`config.mk`:
```
export PLATFORM = sky130hd
export DESIGN_NAME = instr_encoder
export DESIGN_NICKNAME = d
export VERILOG_FILES = /design/src/rtl/instr_pkg.sv /design/src/rtl/imm_pack.sv /design/src/rtl/instr_encoder.sv
export SDC_FILE = /design/constraint.sdc
export NUM_CORES = 1
export LEC_CHECK = 0
export CAP_MARGIN = 20
export CORE_ASPECT_RATIO = 0.75
export CORE_MARGIN = 2
export CORE_UTILIZATION = 37
export DETAILED_ROUTE_END_ITERATION = 6
export HOLD_SLACK_MARGIN = 0.06
export PLACE_DENSITY_LB_ADDON = 0.08
export SYNTH_ARGS = -nofsm -noshare
export SYNTH_HDL_FRONTEND = slang
export SYNTH_SLANG_ARGS = --single-unit
```
`constraint.sdc`:
```
create_clock -name clk -period 1.9 [get_ports clk]
set_clock_uncertainty 0.2 [all_clocks]
set_input_delay 0.285 -clock clk [delete_from_list [all_inputs] [get_ports clk]]
set_output_delay 0.285 -clock clk [all_outputs]
set_load 0.02 [all_outputs]
```
`src/rtl/instr_pkg.sv`:
```
// rtl/instr_pkg.sv - shared types and opcode constants for the RV64I instruction encoder
// Contents: fmt_t (instruction format codes), base opcode constants, state_t (output register state).
package instr_pkg;

  typedef enum logic [2:0] {
    FMT_I  = 3'd0,
    FMT_S  = 3'd1,
    FMT_SB = 3'd2,
    FMT_U  = 3'd3,
    FMT_UJ = 3'd4,
    FMT_R  = 3'd5
  } fmt_t;

  localparam logic [6:0] OP_IMM    = 7'h13;
  localparam logic [6:0] OP_LOAD   = 7'h03;
  localparam logic [6:0] OP_STORE  = 7'h23;
  localparam logic [6:0] OP_BRANCH = 7'h63;
  localparam logic [6:0] OP_LUI    = 7'h37;
  localparam logic [6:0] OP_JAL    = 7'h6F;
  localparam logic [6:0] OP_JALR   = 7'h67;

  typedef enum logic {
    ST_EMPTY = 1'b0,
    ST_FULL  = 1'b1
  } state_t;

endpackage

```
`src/rtl/imm_pack.sv`:
```
// rtl/imm_pack.sv - combinational packing of decoded fields and immediate into a 32-bit RV64I word
// Ports: fmt_i/opcode_i/funct3_i/funct7_i/rd_i/rs1_i/rs2_i/imm_i fields in; instr_o packed word, err_o bad format/immediate.
// Build option: RANGE_CHECK_EN adds immediate range/alignment checks to err_o.
module imm_pack
  import instr_pkg::*;
(
  input  logic [2:0]  fmt_i,
  input  logic [6:0]  opcode_i,
  input  logic [2:0]  funct3_i,
  input  logic [6:0]  funct7_i,
  input  logic [4:0]  rd_i,
  input  logic [4:0]  rs1_i,
  input  logic [4:0]  rs2_i,
  input  logic [63:0] imm_i,
  output logic [31:0] instr_o,
  output logic        err_o
);

`ifdef RANGE_CHECK_EN
  // A value fits an N-bit signed field when every bit from N-1 upward is a copy of the sign.
  logic fits_12, fits_13, fits_21, fits_32;
  assign fits_12 = (&imm_i[63:11]) | ~(|imm_i[63:11]);
  assign fits_13 = (&imm_i[63:12]) | ~(|imm_i[63:12]);
  assign fits_21 = (&imm_i[63:20]) | ~(|imm_i[63:20]);
  assign fits_32 = (&imm_i[63:31]) | ~(|imm_i[63:31]);
`else
  logic unused_imm;
  assign unused_imm = ^imm_i[63:32];
`endif

  always_comb begin
    instr_o = 32'h0;
    err_o   = 1'b0;
    case (fmt_i)
      FMT_R:  instr_o = {funct7_i, rs2_i, rs1_i, funct3_i, rd_i, opcode_i};
      FMT_I:  instr_o = {imm_i[11:0], rs1_i, funct3_i, rd_i, opcode_i};
      FMT_S:  instr_o = {imm_i[11:5], rs2_i, rs1_i, funct3_i, imm_i[4:0], opcode_i};
      FMT_SB: instr_o = {imm_i[12], imm_i[10:5], rs2_i, rs1_i, funct3_i,
                         imm_i[4:1], imm_i[11], opcode_i};
      FMT_U:  instr_o = {imm_i[31:12], rd_i, opcode_i};
      FMT_UJ: instr_o = {imm_i[20], imm_i[10:1], imm_i[11], imm_i[19:12], rd_i, opcode_i};
      default: begin
        instr_o = 32'h0;
        err_o   = 1'b1;
      end
    endcase
`ifdef RANGE_CHECK_EN
    case (fmt_i)
      FMT_I, FMT_S: if (!fits_12) err_o = 1'b1;
      // SB upper bound 4094 is implied by fits_13 plus the even check.
      FMT_SB:       if (!fits_13 || imm_i[0]) err_o = 1'b1;
      FMT_UJ:       if (!fits_21 || imm_i[0]) err_o = 1'b1;
      FMT_U:        if (!fits_32 || (imm_i[11:0] != 12'h0)) err_o = 1'b1;
      default:      ;
    endcase
`endif
  end

endmodule

```
`src/rtl/instr_encoder.sv`:
```
// rtl/instr_encoder.sv - stream wrapper: one-entry output register, word address counter, error counter
// Ports: clk, rst (sync, active-high), flush; in_* handshake + fields; out_valid/out_ready handshake,
//        out_instr, out_addr, out_err; err_count saturating errored-word count.
// Build option: RANGE_CHECK_EN (passed to imm_pack).
module instr_encoder
  import instr_pkg::*;
#(
  parameter logic [63:0] BASE_ADDR = 64'h0,
  parameter int          DEPTH     = 256
) (
  input  logic        clk,
  input  logic        rst,
  input  logic        flush,
  input  logic        in_valid,
  output logic        in_ready,
  input  logic [2:0]  in_fmt,
  input  logic [6:0]  in_opcode,
  input  logic [2:0]  in_funct3,
  input  logic [6:0]  in_funct7,
  input  logic [4:0]  in_rd,
  input  logic [4:0]  in_rs1,
  input  logic [4:0]  in_rs2,
  input  logic [63:0] in_imm,
  output logic        out_valid,
  input  logic        out_ready,
  output logic [31:0] out_instr,
  output logic [63:0] out_addr,
  output logic        out_err,
  output logic [7:0]  err_count
);

  localparam int AW = (DEPTH > 1) ? $clog2(DEPTH) : 1;

  state_t        state_q;
  logic [AW-1:0] cnt_q, cnt_d, cnt_nxt, load_idx;
  logic [31:0]   instr_q;
  logic [63:0]   addr_q;
  logic          err_q;
  logic [7:0]    errcnt_q, errcnt_d;
  logic [31:0]   pack_instr;
  logic          pack_err;
  logic          hs;

  imm_pack u_pack (
    .fmt_i    (in_fmt),
    .opcode_i (in_opcode),
    .funct3_i (in_funct3),
    .funct7_i (in_funct7),
    .rd_i     (in_rd),
    .rs1_i    (in_rs1),
    .rs2_i    (in_rs2),
    .imm_i    (in_imm),
    .instr_o  (pack_instr),
    .err_o    (pack_err)
  );

  assign out_valid = (state_q == ST_FULL);
  assign out_instr = instr_q;
  assign out_addr  = addr_q;
  assign out_err   = err_q;
  assign err_count = errcnt_q;
  assign in_ready  = flush | ~out_valid | out_ready;
  assign hs        = out_valid & out_ready;

  // cnt_q indexes the word that will be emitted next; a word loaded in the
  // same cycle its predecessor leaves takes the already-advanced index.
  assign cnt_nxt  = (cnt_q == AW'(DEPTH - 1)) ? '0 : cnt_q + 1'b1;
  assign cnt_d    = hs ? cnt_nxt : cnt_q;
  assign load_idx = cnt_d;
  assign errcnt_d = (hs && err_q && errcnt_q != 8'hFF) ? errcnt_q + 8'd1 : errcnt_q;

  always_ff @(posedge clk) begin
    if (rst) begin
      state_q  <= ST_EMPTY;
      instr_q  <= 32'h0;
      addr_q   <= BASE_ADDR;
      err_q    <= 1'b0;
      errcnt_q <= 8'h0;
      cnt_q    <= '0;
    end else begin
      errcnt_q <= errcnt_d;
      if (flush) begin
        state_q <= ST_EMPTY;
        addr_q  <= BASE_ADDR;
        cnt_q   <= '0;
      end else begin
        cnt_q <= cnt_d;
        if (in_valid && in_ready) begin
          state_q <= ST_FULL;
          instr_q <= pack_instr;
          err_q   <= pack_err;
          addr_q  <= BASE_ADDR + {{(62-AW){1'b0}}, load_idx, 2'b00};
        end else if (hs) begin
          state_q <= ST_EMPTY;
        end
      end
    end
  end

endmodule

```
### Yosys cells after proc, flatten, opt, wreduce, memory -nomap -nowiden

Cells that the tools add are included.

* bits in latches: 0
* word-level logic and storage cells: 34
* bits in registers: 58
* memories kept: 0
* input bits: 104
* output and inout bits: 107
* memory bits (read-only): 0
* bits in writable memories: 0

* magnitude comparators: 0
* shifts and indexed selects: 0
* multiplexer cells: 6
* bitwise operators: 5
* equality and inequality tests: 7
* divide/modulo/power cells: 0
* reduce and logical (&&, ||, !) cells: 8
* $add $sub $neg: 2
* multipliers: 0

Operators by type and width (number)
* 32-bit case mux with 6 select lines: 1
* 8-bit by 1-bit adder with 8-bit output, second input constant: 2
* 8-bit two-way mux: 2
* 8-bit equality test, second input constant: 1
* 8-bit inequality test, second input constant: 1
* 3-bit by 2-bit equality test with 1-bit output, second input constant: 2
* 3-bit equality test, second input constant: 2
* 6-bit OR reduction: 1
* 3-bit by 1-bit equality test with 1-bit output, second input constant: 1
* 1-bit logical AND: 3
* 3-bit zero test: 1
* 1-bit two-way mux: 3
* 1-bit NOT: 2
* 1-bit OR: 2
* 2-bit AND reduction: 1
* 2-bit nonzero test: 1
* 2-bit OR reduction: 1
* 1-bit bitwise AND: 1

### Longest topological paths before layout

Gate-level depths: netlist of run 1.

* depth after elaboration: 5
* mapped depth: 6
* depth with buffers taken out: 5

### Hierarchy

From an unflattened synthesis of run 1, not the netlist that was laid out.

* cell total of the unflattened synthesis: 447
* area total of the unflattened synthesis: 3530.9 µm²

Modules (own cells, without submodules)
* instr_encoder: times used 1, cells an instance 325, seq. area each 1161.1 µm², area each 2682.6 µm²
* imm_pack: times used 1, cells an instance 122, seq. area each 0.0 µm², area each 848.3 µm²

### Worst setup path before layout of run 1

Ideal clock, no wire load.

* kind: register to register
* start point: register state_q (netlist: out_valid)
* end point: register instr_q[7] (netlist: out_instr[7])
* library setup time: 127 ps
* arrival time: 1467 ps
* slack: 106 ps
* path buffers: 1
* stages on the path, launching flop included: 6
* data required time: 1573 ps
* clock period less this slack: 1794 ps
* cell sequence: dfxtp_1 nor2b_2 or3_1 buf_2 a222oi_1 nor3_1

* longest elaborated chain between the ends: 5

RTL lines
* start, declared: line instr_encoder.sv:34 `state_t state_q;`
* start signal, assigned: line instr_encoder.sv:74 `state_q <= ST_EMPTY;`
* start signal, assigned: line instr_encoder.sv:83 `state_q <= ST_EMPTY;`
* start signal, assigned: line instr_encoder.sv:89 `state_q <= ST_FULL;`
* 1-bit NOT: line instr_encoder.sv:62 `assign in_ready = flush | ~out_valid | out_ready;`
* 1-bit OR (2 in series): line instr_encoder.sv:62
* 1-bit logical AND: line instr_encoder.sv:88 `if (in_valid && in_ready) begin`
* 2-bit AND reduction (no line)
* end signal, assigned: line instr_encoder.sv:90 `instr_q <= pack_instr;`
* end, declared: line instr_encoder.sv:36 `logic [31:0] instr_q;`

Every way passes these cells.
A chain may end at the register's enable or synchronous reset.

### Final worst setup path of run 1

* start point: register errcnt_q[4] (netlist: err_count[4])
* end point: output err_count[4]

RTL lines
* start, declared: line instr_encoder.sv:39 `logic [7:0] errcnt_q, errcnt_d;`
* start signal, assigned: line instr_encoder.sv:81 `errcnt_q <= errcnt_d;`
* end, declared: line instr_encoder.sv:29 `output logic [7:0] err_count`

No word-level cell between the ends.

==> results.cfg, run 1 <==
[status]
run_status = complete, no violations

[yosys]
synth-simple-area-share_pct = 16.6
post_synth.cell_area_avg_um2 = 8.35
yosysTopAreaCell = dfxtp_1
synth_top_family_by_area = compound AO/OA/AOI/OAI gates
netlist_top_cells_area = dfxtp_1, buf_4, mux2i_1, nor2_1, a22oi_1
yosys.area_share.adder_pct = 0.737
synth_ff_type = dfxtp_1
synth_seq_area_share_pct = 34.2
yosysWarnings = 0
synth_xor_area_share_pct = 2.06
synth_top_area_share_pct = 34.2
synth.distinct_cells = 48
synthMuxAreaShare_pct = 5.93
synth_area_um2 = 3400
synth-edff-count = 0
ys_ff_latch = 58
ys_async_sr_fraction_pct = 0
synthCells = 407
synth-compound-area-share_pct = 23.6

[floorplanning]
num_io_pins = 211
fp.coreArea_um2 = 8970
dieHeight_um = 87.0
die_w_um = 115
start_util_pct = 37.9
die_area_um2 = 9970
core.rowCount = 30

[worst_setup_path]
cp_data_arrival_time_ps = 1360
worstPathCellList = clkdlybuf4s50_1
worst_path_largest_cell_delay_ps = 630
cp-end-kind = primary output
worst-path-buf-inv = 1
worstPathRequired_ps = 1410
critPathSlowestCell = clkdlybuf4s50_1
path_delay_family = buffers and inverters
critPathKind = reg2out
crit_path_start_kind = flip-flop
crit_fanout = 6

[run]
drv_cap = 0

[detailed_routing]
drc = 0
dr.pass1.iters = 4
num_vias = 3288
drt-wirelength-per-cell_um = 14.2
drtIter0Drc = 160
routed_wl_um = 9510
viasPerCell = 4.89
ant_nets = 0

[finish]
area_growth_syn_to_layout_pct = 52.8
drive_above_1_share_pct = 11.3
nets = 661
antenna_cells = 0
final_util_pct = 57.9
nFillCells = 821

[clock_tree]
clock-root-buffer = clkbuf_16
cts.sink_count = 58
htree_levels = 3
ctsLongestPathBuffers = 2
cts_buffers = 9
clk_latency_ps = 320
clkTransAtPathRegs_ps = 50
cts_tree = built

[timing]
rsz0062_at_grt = false
finalHoldWorstSlack_ps = 254
setup_viol = 0
worst_slack_ps = 52.4
fin_crit_ps = 1850
fin_crit_sh_pct = 97.2
fmax_ghz = 0.541
hold_viol = 0
drv_slew = 0

[global_route]
grt_pass1_vias = 3106
grt_start_max_net_pins = 27
track_usage_pct = 19.4
gr-total-overflow = 0
antenna_found_initial = 0
grt_pass1_wl_um = 15000

[place]
dp_slack_ps = -210
gp_congestion = 0.809
dpl.hpwl_um = 7380
io_buffers = 122

[power]
ir_drop_uv = 446
power.internal_mw = 3.16
p_sw_share_pct = 23.8
netSwitchingPower_mw = 0.984
seqPwrFrac_pct = 31.1
pwr-share-clk_pct = 50.3
p_comb_share_pct = 18.7
power_leakage_nw = 2.12
powerDensity_nw_per_um2 = 797

[min_path]
worstHoldPathType = reg2reg
==> cell usage after synthesis, types with 5 or more instances <==
cell / count
o21ai_0: 16
a21oi_1: 22
inv_1: 6
mux2i_1: 19
nor3_1: 13
a21o_1: 6
and3_1: 9
o2bb2ai_1: 5
nand3_1: 8
nor2_1: 44
dfxtp_1: 58
clkbuf_1: 11
a211oi_1: 14
o22ai_1: 11
buf_4: 59
a22oi_1: 15
nor2b_1: 5
o22a_1: 8
nand3b_1: 6
nand2_1: 17
buf_2: 10
==> timing repair <==
| item | 4_1_cts | 5_1_grt |
|---|---|---|
| endpoints found under the setup margin | 2 | 2 |
| buffers inserted | 0 | 0 |
| resized for setup | 2 | 2 |
| hold buffers | 0 | 0 |
==> path summary, 6_finish.rpt <==
kind,from,depth (start not counted),slack [ps],end
worst min register to register,out_instr[21]$_SDFFE_PP0P_,2,250,out_instr[21]$_SDFFE_PP0P_
worst max-delay path,err_count[4]$_SDFFE_PP0P_,1,50,err_count[4]
worst max register to register,err_count[0]$_SDFFE_PP0P_,5,190,err_count[7]$_SDFFE_PP0P_
worst min-delay path,out_instr[21]$_SDFFE_PP0P_,2,250,out_instr[21]$_SDFFE_PP0P_
==> cell type report <==
cell class	count	area [um2]	area share, %
repair buffers	163	1610	30.9
well taps	112	140	2.70
clock inverters	4	120	2.31
clock buffers	12	267	5.13
inverters	6	22.5	0.434
multi-input cells	317	1870	36.1
flip-flops and latches	58	1160	22.4
==> registers in the layout (all words and copies together), names as in the netlist <==
| register | count |
|---|---|
| out_instr | 32 |
| cnt_q | 8 |
| out_err | 1 |
| out_addr | 8 |
| err_count | 8 |
| out_valid | 1 |
==> per-layer routing <==
layer / GRT usage, % / wire length [um]
met1: 25.4 / 4520
met2: 30.1 / 4190
met3: 6.26 / 647
met4: 6.76 / 155
met5: 0 / 0
==> cells in the final DEF, fill, tap and decap left out, types with 3 or more instances in the layout <==
cell type / instances
nand3b_1: 6
a22oi_1: 15
xor2_1: 4
buf_4: 35
nor2b_1: 5
bufinv_16: 4
nand3_1: 8
a21o_1: 6
nor2_1: 44
o21ai_0: 16
xnor2_1: 4
nor3_1: 13
and3_1: 9
a221oi_1: 4
o22a_1: 8
clkbuf_8: 3
clkbuf_16: 9
conb_1: 56
inv_1: 6
buf_12: 6
nand2b_1: 3
a211oi_1: 14
o2bb2ai_1: 5
o21a_1: 3
clkdlybuf4s50_1: 118
a21oi_1: 22
dfxtp_1: 58
mux2i_1: 19
nand4_1: 3
o22ai_1: 11
nand2_1: 17
==> logic make-up after synthesis <==
logic type	after synthesis
and+or+nand+nor	116
adders and majority gates	2
xor gates and xnor gates	8
muxes	20
DFF	58
other	1
AOI/OAI and AO/OA	115
buffers and inverters	87
==> power groups by stage <==
stage / Combinational, mW / Clock (mW) / Sequential [mW]
after floorplan: 0.431 / 0 / 1.36
after global placement: 0.764 / 0 / 1.31
after detailed placement: 0.770 / 0 / 1.31
after CTS: 0.773 / 2.12 / 1.29
after global routing: 0.834 / 2.18 / 1.29
final: 0.773 / 2.08 / 1.29
==> metrics by stage <==
step | TNS [ps] | power [mW] | instance area [um2] | std cells
after floorplan | 0 | 1.79 | 3600 | 462
after global placement | -4920 | 2.07 | 4800 | 656
after detailed placement | -5460 | 2.08 | 4800 | 656
after CTS | 0 | 4.18 | 5190 | 672
after global routing | 0 | 4.30 | 5190 | 672
final | 0 | 4.14 | 5190 | 672
Power figures use the tool's default switching activity.
==> run 2: changes to the inputs <==
Clock period 1.9 ns to 2 ns, I/O delays scaled along.
==> run 2 against run 1 <==
Against the previous run: non-clock buffer count unchanged; clock power down 14%; cell count is the same; worst hold slack worse by 0.96 ps; combinational power down 5.7%; first-iteration DRC count down 29%; critical path type unchanged.
==> results.cfg, run 2 (synthesis results as in run 1) <==
[power]
powerDensity_nw_per_um2 = 730
power_mw = 3.74
power_leakage_nw = 2.06
ir_drop_uv = 417

[worst_setup_path]
cp-end-kind = primary output
path_delay_family = buffers and inverters
crit_fanout = 7
critPathKind = reg2out
worstPathCellList = clkdlybuf4s50_1
crit_path_start_kind = flip-flop
worst_path_largest_cell_delay_ps = 650
critPathSlowestCell = clkdlybuf4s50_1
reg2reg_slack_ps = 290
worst-path-buf-inv = 1
r2r_cells = 5
worstPathRequired_ps = 1500
cp_data_arrival_time_ps = 1410
crit_cells = 1

[detailed_routing]
drc = 0
drtIter0Drc = 114
num_vias = 3282
dr.pass1.iters = 4
viasPerCell = 4.88
ant_nets = 0
drt-wirelength-per-cell_um = 14.3
routed_wl_um = 9610

[timing]
setup_viol = 0
fin_crit_ps = 1910
hold_viol = 0
drv_slew = 0
tns_ps = 0
fin_crit_sh_pct = 95.5
rsz0062_at_grt = false
finalHoldWorstSlack_ps = 253
worst_slack_ps = 89.6
fmax_ghz = 0.523

[place]
dp_slack_ps = -116
gp_congestion = 0.814
dpl.hpwl_um = 7420
place_area_um2 = 4780
io_buffers = 122

[clock_tree]
post-cts-setup-buffers = 0
clock-root-buffer = clkbuf_16
ctsLongestPathBuffers = 2
clk_latency_ps = 330
cts_buffers = 9
cts.sink_count = 58
htree_levels = 3
cts_hold_buf = 0
cts_tree = built
clkTransAtPathRegs_ps = 50

[min_path]
min_path_cells = 2
worstHoldPathType = reg2reg

[floorplanning]
die_area_um2 = 9970
fp.coreArea_um2 = 8970
num_io_pins = 211
die_w_um = 115
start_util_pct = 37.9
core.rowCount = 30
dieHeight_um = 87.0

[finish]
layout_commonest_cell = clkdlybuf4s50_1
nFillCells = 838
nets = 661
largest_register_ffs = 32
regArea_um2 = 1160
final_cell_area_um2 = 5130
final_cell_mix = clkdlybuf4s50_1, dfxtp_1, conb_1, nor2_1, buf_4
area_growth_syn_to_layout_pct = 51.0
drive_above_1_share_pct = 11.3
multi_input_comb_area_um2 = 1870
antenna_cells = 0

[global_route]
gr-total-overflow = 0
grt_start_max_net_pins = 27
grt_pass1_vias = 3094
grt_pass1_wl_um = 15300
antenna_found_initial = 0
track_usage_pct = 19.8

[run]
drv_cap = 0

[status]
run_status = complete, no violations
run 2: cell types whose count changed in the layout (fill, tap and decap cells not counted), sizes merged:
cell,before,now
clkdlybuf4s50,118,121
clkinv,0,2
dlymetal6s2s,2,0
bufinv,4,3
clkbuf,12,11
dlygate4sd2,2,1
run 2: what timing repair did:
| item | CTS | global route |
|---|---|---|
| hold endpoints to repair | 0 | 0 |
| resized for setup | 1 | 0 |
| setup endpoints to repair | 1 | 0 |
run 2: final timing paths:
kind | to | startpoint
min | out_instr[20]$_SDFFE_PP0P_ | out_instr[20]$_SDFFE_PP0P_
max | err_count[3] | err_count[3]$_SDFFE_PP0P_
max reg2reg | err_count[7]$_SDFFE_PP0P_ | err_count[0]$_SDFFE_PP0P_
min reg2reg | out_instr[20]$_SDFFE_PP0P_ | out_instr[20]$_SDFFE_PP0P_
run 2: metrics by stage:
step	instances	utilization, %
2_1_floorplan	462	-
4_1_cts	672	57.2
3_5_place_dp	656	53.2
3_3_place_gp	656	53.2
6_report	672	57.2
5_1_grt	672	57.2
run 2: area by class of cell:
type | count | area share (%)
Multi-Input combinational cell | 317 | 36.5
Timing Repair Buffer | 163 | 30.8
Sequential cell | 58 | 22.6
Clock buffer | 11 | 4.93
Tap cell | 112 | 2.73
Clock inverter | 5 | 1.95
Inverter | 6 | 0.439
run 2: power breakdown:
group	internal [mW]	switching, mW	leakage [nW]
sequential	1.20	0.0224	0.472
combinational	0.350	0.379	1.41
clock	1.28	0.514	0.176
run 2: per-layer routing:
layer  vias to the layer above  wire [um]  global-route usage, %
li1                       1653          -                      -
met1                      1508       4420                   25.8
met4                         0         51                   4.77
met3                         4        766                   7.45
met2                       117       4370                   30.9
met5                         -          0                      0
run 2: tightest hold or removal path: cells and delay by family, from the launching register on:
family,cells,cell delay [ps]
flops,1,300
simple gates,1,50
compound gates,1,50
